File: config.mk
export PLATFORM = sky130hd
export DESIGN_NAME = ram_bridge
export DESIGN_NICKNAME = d
export VERILOG_FILES = /design/src/rtl/ram_bridge.sv
export SDC_FILE = /design/constraint.sdc
export NUM_CORES = 1
export LEC_CHECK = 0
export BUFFER_PORTS_ARGS = -buffer_cell sky130_fd_sc_hd__buf_4
export CORE_ASPECT_RATIO = 2
export CORE_MARGIN = 2
export CORE_UTILIZATION = 45
export CTS_CLUSTER_DIAMETER = 100
export DETAILED_ROUTE_END_ITERATION = 7
export PLACE_DENSITY = 0.74
export SLEW_MARGIN = 40
export SYNTH_ARGS = -nofsm -noshare
export SYNTH_HDL_FRONTEND = slang
export SYNTH_SLANG_ARGS = --single-unit
File: constraint.sdc
create_clock -name CLK -period 6.6 [get_ports CLK]
set_input_delay 0.33 -clock CLK [delete_from_list [all_inputs] [get_ports CLK]]
set_output_delay 0.33 -clock CLK [all_outputs]
set_load 0.05 [all_outputs]
File: src/rtl/ram_bridge.sv
// ram_bridge: splits 32-bit CPU RAM accesses into up to two 16-bit req/ack halfword
// transactions. Define RAM_BRIDGE_WDT_EN to enable the ack watchdog driving ERR.
module ram_bridge (
  input  logic        CLK,
  input  logic        RES,
  input  logic        CE,
  input  logic [20:0] A,
  input  logic [31:0] DI,
  output logic [31:0] DO,
  input  logic        CEn,
  input  logic        WEn,
  input  logic [3:0]  BEn,
  output logic        READYn,
  output logic        ERR,
  output logic [19:0] MEM_A,
  output logic [15:0] MEM_DO,
  input  logic [15:0] MEM_DI,
  output logic        MEM_WE,
  output logic [1:0]  MEM_BE,
  output logic        MEM_REQ,
  input  logic        MEM_ACK
);
  // state | meaning
  // IDLE  | waiting for CEn=0; latches the access
  // LO    | low halfword request outstanding
  // GAP   | one cycle with MEM_REQ low between the halves
  // HI    | high halfword request outstanding
  // DONE  | READYn low for one cycle
  typedef enum logic [2:0] {IDLE, LO, GAP, HI, DONE} state_t;
  state_t state, nxt;

  logic [18:0] a_q;
  logic [31:0] di_q;
  logic [3:0]  ben_q;
  logic        wen_q;
  logic        abort_q;

  logic [31:0] do_d;
  logic [19:0] mem_a_d;
  logic [15:0] mem_do_d;
  logic [1:0]  mem_be_d;
  logic        we_d, req_d, readyn_d, abort_d;

  logic        start, ack, aborting, timeout;
  logic [18:0] cur_a;
  logic [31:0] cur_di;
  logic [3:0]  cur_ben;
  logic        unused_ok;

  assign unused_ok = ^A[1:0];
  assign start     = (state == IDLE) && !CEn;
  // an ack only counts against a live request
  assign ack       = MEM_ACK && MEM_REQ;
  assign aborting  = abort_q || CEn;
  assign cur_a     = (state == IDLE) ? A[20:2] : a_q;
  assign cur_di    = (state == IDLE) ? DI : di_q;
  assign cur_ben   = (state == IDLE) ? BEn : ben_q;

`ifdef RAM_BRIDGE_WDT_EN
  logic [7:0] wdt_q;
  logic       err_q;

  assign timeout = MEM_REQ && !MEM_ACK && (wdt_q == 8'd0);
  assign ERR     = err_q;

  // down-counter reloaded on each new request; zero on the 255th cycle without ack
  always_ff @(posedge CLK or posedge RES) begin
    if (RES) begin
      wdt_q <= 8'd254;
      err_q <= 1'b0;
    end else if (CE) begin
      if (req_d && !MEM_REQ)
        wdt_q <= 8'd254;
      else if (MEM_REQ && wdt_q != 8'd0)
        wdt_q <= wdt_q - 8'd1;
      if (timeout)
        err_q <= 1'b1;
    end
  end
`else
  assign timeout = 1'b0;
  assign ERR     = 1'b0;
`endif

  always_ff @(posedge CLK or posedge RES) begin
    if (RES) begin
      state   <= IDLE;
      a_q     <= '0;
      di_q    <= '0;
      ben_q   <= 4'hF;
      wen_q   <= 1'b1;
      abort_q <= 1'b0;
      DO      <= '0;
      READYn  <= 1'b1;
      MEM_REQ <= 1'b0;
      MEM_WE  <= 1'b0;
      MEM_BE  <= '0;
      MEM_A   <= '0;
      MEM_DO  <= '0;
    end else if (CE) begin
      state <= nxt;
      if (start) begin
        a_q   <= A[20:2];
        di_q  <= DI;
        ben_q <= BEn;
        wen_q <= WEn;
      end
      abort_q <= abort_d;
      DO      <= do_d;
      READYn  <= readyn_d;
      MEM_REQ <= req_d;
      MEM_WE  <= we_d;
      MEM_BE  <= mem_be_d;
      MEM_A   <= mem_a_d;
      MEM_DO  <= mem_do_d;
    end
  end

  always_comb begin
    nxt = state;
    case (state)
      IDLE: begin
        if (!CEn) begin
          if (BEn[1:0] != 2'b11)      nxt = LO;
          else if (BEn[3:2] != 2'b11) nxt = HI;
          else                        nxt = DONE;
        end
      end
      LO: begin
        if (ack) begin
          if (aborting)                  nxt = IDLE;
          else if (ben_q[3:2] != 2'b11)  nxt = GAP;
          else                           nxt = DONE;
        end else if (timeout) begin
          nxt = aborting ? IDLE : DONE;
        end
      end
      GAP:  nxt = aborting ? IDLE : HI;
      HI: begin
        if (ack || timeout) nxt = aborting ? IDLE : DONE;
      end
      DONE: nxt = IDLE;
      default: nxt = IDLE;
    endcase
  end

  always_comb begin
    do_d     = DO;
    mem_a_d  = MEM_A;
    mem_do_d = MEM_DO;
    mem_be_d = MEM_BE;
    we_d     = MEM_WE;
    abort_d  = 1'b0;
    req_d    = (nxt == LO) || (nxt == HI);
    readyn_d = (nxt != DONE);

    if (start) begin
      do_d = '0;
      we_d = ~WEn;
    end else if (state == LO || state == GAP || state == HI) begin
      abort_d = abort_q || CEn;
    end

    if (nxt == LO) begin
      mem_a_d  = {cur_a, 1'b0};
      mem_be_d = ~cur_ben[1:0];
      mem_do_d = cur_di[15:0];
    end else if (nxt == HI) begin
      mem_a_d  = {cur_a, 1'b1};
      mem_be_d = ~cur_ben[3:2];
      mem_do_d = cur_di[31:16];
    end

    if (wen_q) begin
      if (state == LO && ack) do_d[15:0]  = MEM_DI;
      if (state == HI && ack) do_d[31:16] = MEM_DI;
      // timed-out reads report all-ones for every enabled half not yet fetched
      if (timeout) begin
        if (state == LO) begin
          do_d[15:0] = 16'hFFFF;
          if (ben_q[3:2] != 2'b11) do_d[31:16] = 16'hFFFF;
        end
        if (state == HI) do_d[31:16] = 16'hFFFF;
      end
    end
  end

endmodule

# Yosys cells after proc, flatten, opt, wreduce, memory -nomap -nowiden

Index checks and enable logic that the tools add are counted.

Reduce and logical (&&, ||, !) cells: 13
Equality and inequality tests: 9
Mux-type cells: 25
Bitwise gates (word level): 3

Operators by type and width:

| operator                                            | number |
|---|---|
| 2-to-1 mux 32 bit                                   | 3 |
| 2-to-1 mux 16 bit                                   | 4 |
| 2-to-1 mux 20 bit                                   | 2 |
| 2-to-1 mux 3 bit                                    | 8 |
| 2-to-1 mux 19 bit                                   | 1 |
| case mux 3 bit (4 select lines)                     | 1 |
| equality test 3 x 2 -> 1 bit, second input constant | 3 |
| equality test 3 x 1 -> 1 bit, second input constant | 2 |
| 2-to-1 mux 2 bit                                    | 3 |
| != test 2 bit, second input constant                | 3 |
| logical AND 1 bit                                   | 4 |
| logical OR 1 bit                                    | 4 |
| 2-to-1 mux 4 bit                                    | 1 |
| inverter 2 bit                                      | 2 |
| AND reduction 2 bit                                 | 2 |
| zero test 3 bit                                     | 1 |
| != test 3 bit, second input constant                | 1 |
| 2-to-1 mux 1 bit                                    | 2 |
| nonzero test 2 bit                                  | 1 |
| zero test 1 bit                                     | 1 |
| inverter 1 bit                                      | 1 |

Word-level logic and storage cells: 63
Input bits: 79
Output and inout port bits: 74
Bits in registers: 133

# Longest topological paths before layout

Depth after elaboration: 8
Gate-level depth with buffers: 7
Gate-level depth less buffers: 5

# Worst setup path after synthesis

OpenSTA, ideal clock, no wires.

Path kind: register to register
Start: register state[1]
End: register MEM_DO[1]
Slack: 4.781 ns
Arrival: 1.697 ns
Stages on the path, launching flop included: 7
Path buffers: 2
Cells stage by stage: dfrtp_1 > buf_2 > nor3_4 > buf_2 > mux2_2 > o21ai_0 > o21ai_1

Cells in the longest elaborated chain, start to end: 5

RTL lines:

| element                                                                             | line     | source |
|---|---|---|
| start, declared                                                                     | 30       | `state_t state, nxt;` |
| start signal, assigned                                                              | 101      | `state <= nxt;` |
| equality test 3 x 2 -> 1 bit, or another cell as far along                          | 121      | `case (state)` |
| case mux 3 bit (4 select lines)                                                     | 121      |  |
| equality test 3 x 1 -> 1 bit / equality test 3 x 2 -> 1 bit (equally long branches) | 164, 168 |  |
| nonzero test 2 bit (no source line)                                                 | --       |  |
| AND reduction 2 bit (no source line)                                                | --       |  |
| end signal, assigned                                                                | 115      | `MEM_DO <= mem_do_d;` |
| end, declared                                                                       | 16       | `output logic [15:0] MEM_DO,` |

Several ways; a longest one is shown, not always the timed one. The select of a mux whose other input is x is not followed.
A chain may end at the register's enable or synchronous reset.

# Worst setup path after layout

Start: register state[1]
End: register a_q[10]

Cells in the longest elaborated chain, start to end: 3

RTL lines:

| element                              | line | source |
|---|---|---|
| zero test 3 bit                      | 51   | `assign start = (state == IDLE) && !CEn;` |
| logical AND 1 bit                    | 51   |  |
| AND reduction 2 bit (no source line) | --   |  |
| end signal, assigned                 | 103  | `a_q <= A[20:2];` |
| end, declared                        | 32   | `logic [18:0] a_q;` |

No other way between the ends.

==> flow_summary.ini <==
[status]
status = complete, no violations

[worst_setup_path]
rr_worst_depth = 4
cp-end-kind = flop
crit_arrival_ns = 2.76
crit_type = reg -> reg
worstPathRequired_ns = 6.89
cp_slowest_cell = dfrtp_1
crit_family = simple AND/OR/NAND/NOR gates
crit_chain = nor4_4 -> nand2_2 -> buf_4 -> mux2_2
worst_setup_path_start_kind = flop
worstReg2RegEnd = a_q[10]
r2r_slack_ns = 4.13
crit_fanout = 31
path_buf_inv = 1
critPathMaxStageDelay_ns = 0.54
rr_startpoint = state[1]

[global_routing]
grt_start_max_net_pins = 80
grt.total_usage_pct = 21.6
grt_pass1_vias = 4908
overflow = 0
grt_pass1_wl_mm = 23.5
grt_antenna_before_repair = 0

[sta]
period_needed_ns = 2.47
fmax_ghz = 0.404
finalHoldViolCount = 0
rsz0062_at_grt = false
whs_ns = 0.0403
final_max_slew_viol_count = 0
max-slew-margin-rel_pct = 48.3
setup_viol = 0
fin_tns_setup_ns = 0
fin_skew_ns = 0.00870
min_period_over_period_pct = 37.5
worst_pin_slew_ns = 0.764

[yosys]
ys.flop_type = dfrtp_1
syn_nets = 590
synth_top_area_cell = dfrtp_1
synth_cell_types = 32
synth_area_leaders = dfrtp_1 (55%), mux2_2 (14%), nand2_1 (6.3%)
yosysWarnings = 0
async_flop_share_pct = 100
synth.cell_area_sq_um = 5740
syn_avg_cell_area_sq_um = 11.2
synth_enable_flop_cells = 0
syn_inst = 511
synth_top_area_share_pct = 55.4
ys_seq_area_share_pct = 58.2
ys_seq_elements = 133

[power_and_ir_drop]
powerDensity_nw_per_um2 = 555
irDropWorstVdd_mv = 0.346
clkPwrFrac_pct = 22.9
seq_power_share_pct = 32.9
p_leak_nw = 3.62
switching_share_pct = 40.9
finalPower_w = 0.00422
pwr-share-comb_pct = 44.2
switchingPower_w = 0.00172
p_int_w = 0.00249

[cells_and_area]
diodes = 0
drive_gt1_share_pct = 41.1
final_cell_mix = buf_4 (152), dfrtp_1 (127), nand2_1 (96)
nets = 729
stdcell_area_sq_um = 7600
final_common_cell = buf_4
synthToLayoutAreaGrowth_pct = 32.5

[cts]
cts_setup_buffers = 0
clk_pin_slew_ns = 0.05
clk_latency_ns = 0.41
post_cts_resized = 0
ctsHoldBuffers = 0
cts_sinks = 133
tritoncts = done
clk_path_buf_depth = 2
h-tree-depth = 4
clockRootBuffer = clkbuf_16
numCtsBuffers = 17

[floorplan]
rows = 58
core_area_sq_um = 12500
die_h_um = 164
ioPinCount = 153
die_w_um = 83.8
start_util_pct = 46.0
die_area_sq_um = 13700

[route]
initialDrtViolationCount = 326
drc = 0
ant_nets = 0
dr.pass1.iters = 4
dr_total_vias = 4563
vias_per_cell = 5.63
wl_per_cell_um = 17.8
wl_mm = 14.4

[placement]
place_congestion = 0.830
place_area_sq_um = 6980
io_buffers = 149
place_hpwl_mm = 9.74

[worst_hold_path]
hp-class = in -> async

[run]
cap_violations = 0
[kinds of logic (layout without fill, tap and decap cells)]
family / after synthesis / after routing / synth area share [%]
and+or+nand+nor: 163 / 163 / 12.8
muxes: 72 / 72 / 14.1
buffers and inverters: 38 / 188 / 2.86
other: 1 / 1 / 0.0654
AOI/OAI and AO/OA: 104 / 104 / 12.0
DFF: 133 / 133 / 58.2
[routing by layer]
| metal | vias up | GRT usage (%) | share of wire (%) |
|---|---|---|---|
| li1 | 2078 | - | - |
| met1 | 2300 | 23.5 | 38 |
| met2 | 153 | 39.4 | 54 |
| met3 | 32 | 5.15 | 4.3 |
| met4 | 0 | 9.60 | 3.1 |
| met5 | - | 0 | 0 |
[power by group through the flow]
stage | clock network (W) | registers [W] | logic [W]
CTS | 0.000983 | 0.00139 | 0.00188
detailed placement | 0 | 0.00140 | 0.00187
global placement | 0 | 0.00137 | 0.00182
finish | 0.000965 | 0.00139 | 0.00186
floorplan | 0 | 0.00192 | 0.000789
global route | 0.00102 | 0.00143 | 0.00200
[worst max path at each step]
stage	from	to	slack [ns]	cells after the start
after CTS	state[1]	MEM_DO[0]	3.96	5
after global placement	state[1]	MEM_DO[10]	3.98	4
final	state[1]	a_q[10]	4.13	4
after floorplan	RES	DO[0]	2.73	1
after detailed placement	state[1]	MEM_DO[12]	3.98	5
after global routing	state[1]	a_q[10]	3.95	4
[cell usage after synthesis, types with 2 or more instances]
master	n
nor2_1	30
o21bai_1	2
inv_1	5
nand2_1	97
clkbuf_1	17
o21ai_1	4
nor2b_1	2
a21oi_1	4
and3_1	18
a31oi_1	21
dfstp_2	6
nand3_1	7
buf_2	14
mux2_2	72
dfrtp_1	127
o21ai_0	36
nand4_1	2
a22o_1	33
[flip-flops by register name, summed over array words and instances (netlist names)]
register,count
abort_q,1
DO,32
MEM_WE,1
a_q,19
ben_q,4
READYn,1
MEM_REQ,1
MEM_DO,16
MEM_BE,2
MEM_A,20
state,3
wen_q,1
di_q,32
[worst reg2reg max path, stage by stage, from the launching register on]
cell	delay (ns)
dfrtp_1	0.54
nor4_4	0.51
nand2_2	0.51
buf_4	0.46
mux2_2	0.34
[area by class of cell]
| type | instances | area [sq um] |
|---|---|---|
| Sequential cell | 133 | 3340 |
| Timing Repair Buffer | 153 | 1150 |
| Inverter | 5 | 21.3 |
| Fill cell | 1022 | 4880 |
| Clock buffer | 22 | 484 |
| Multi-Input combinational cell | 340 | 2290 |
| Clock inverter | 8 | 124 |
| Tap cell | 150 | 188 |
[per-stage QoR]
| stage | utilization [%] | instances | setup slack [ns] |
|---|---|---|---|
| after global routing | 60.9 | 811 | 3.95 |
| after global placement | 55.6 | 780 | 3.98 |
| after detailed placement | 55.9 | 781 | 3.98 |
| after CTS | 60.8 | 811 | 3.96 |
| final | 60.9 | 811 | 4.13 |
| after floorplan | - | 511 | 2.73 |
(Power assumes the default switching activity.)
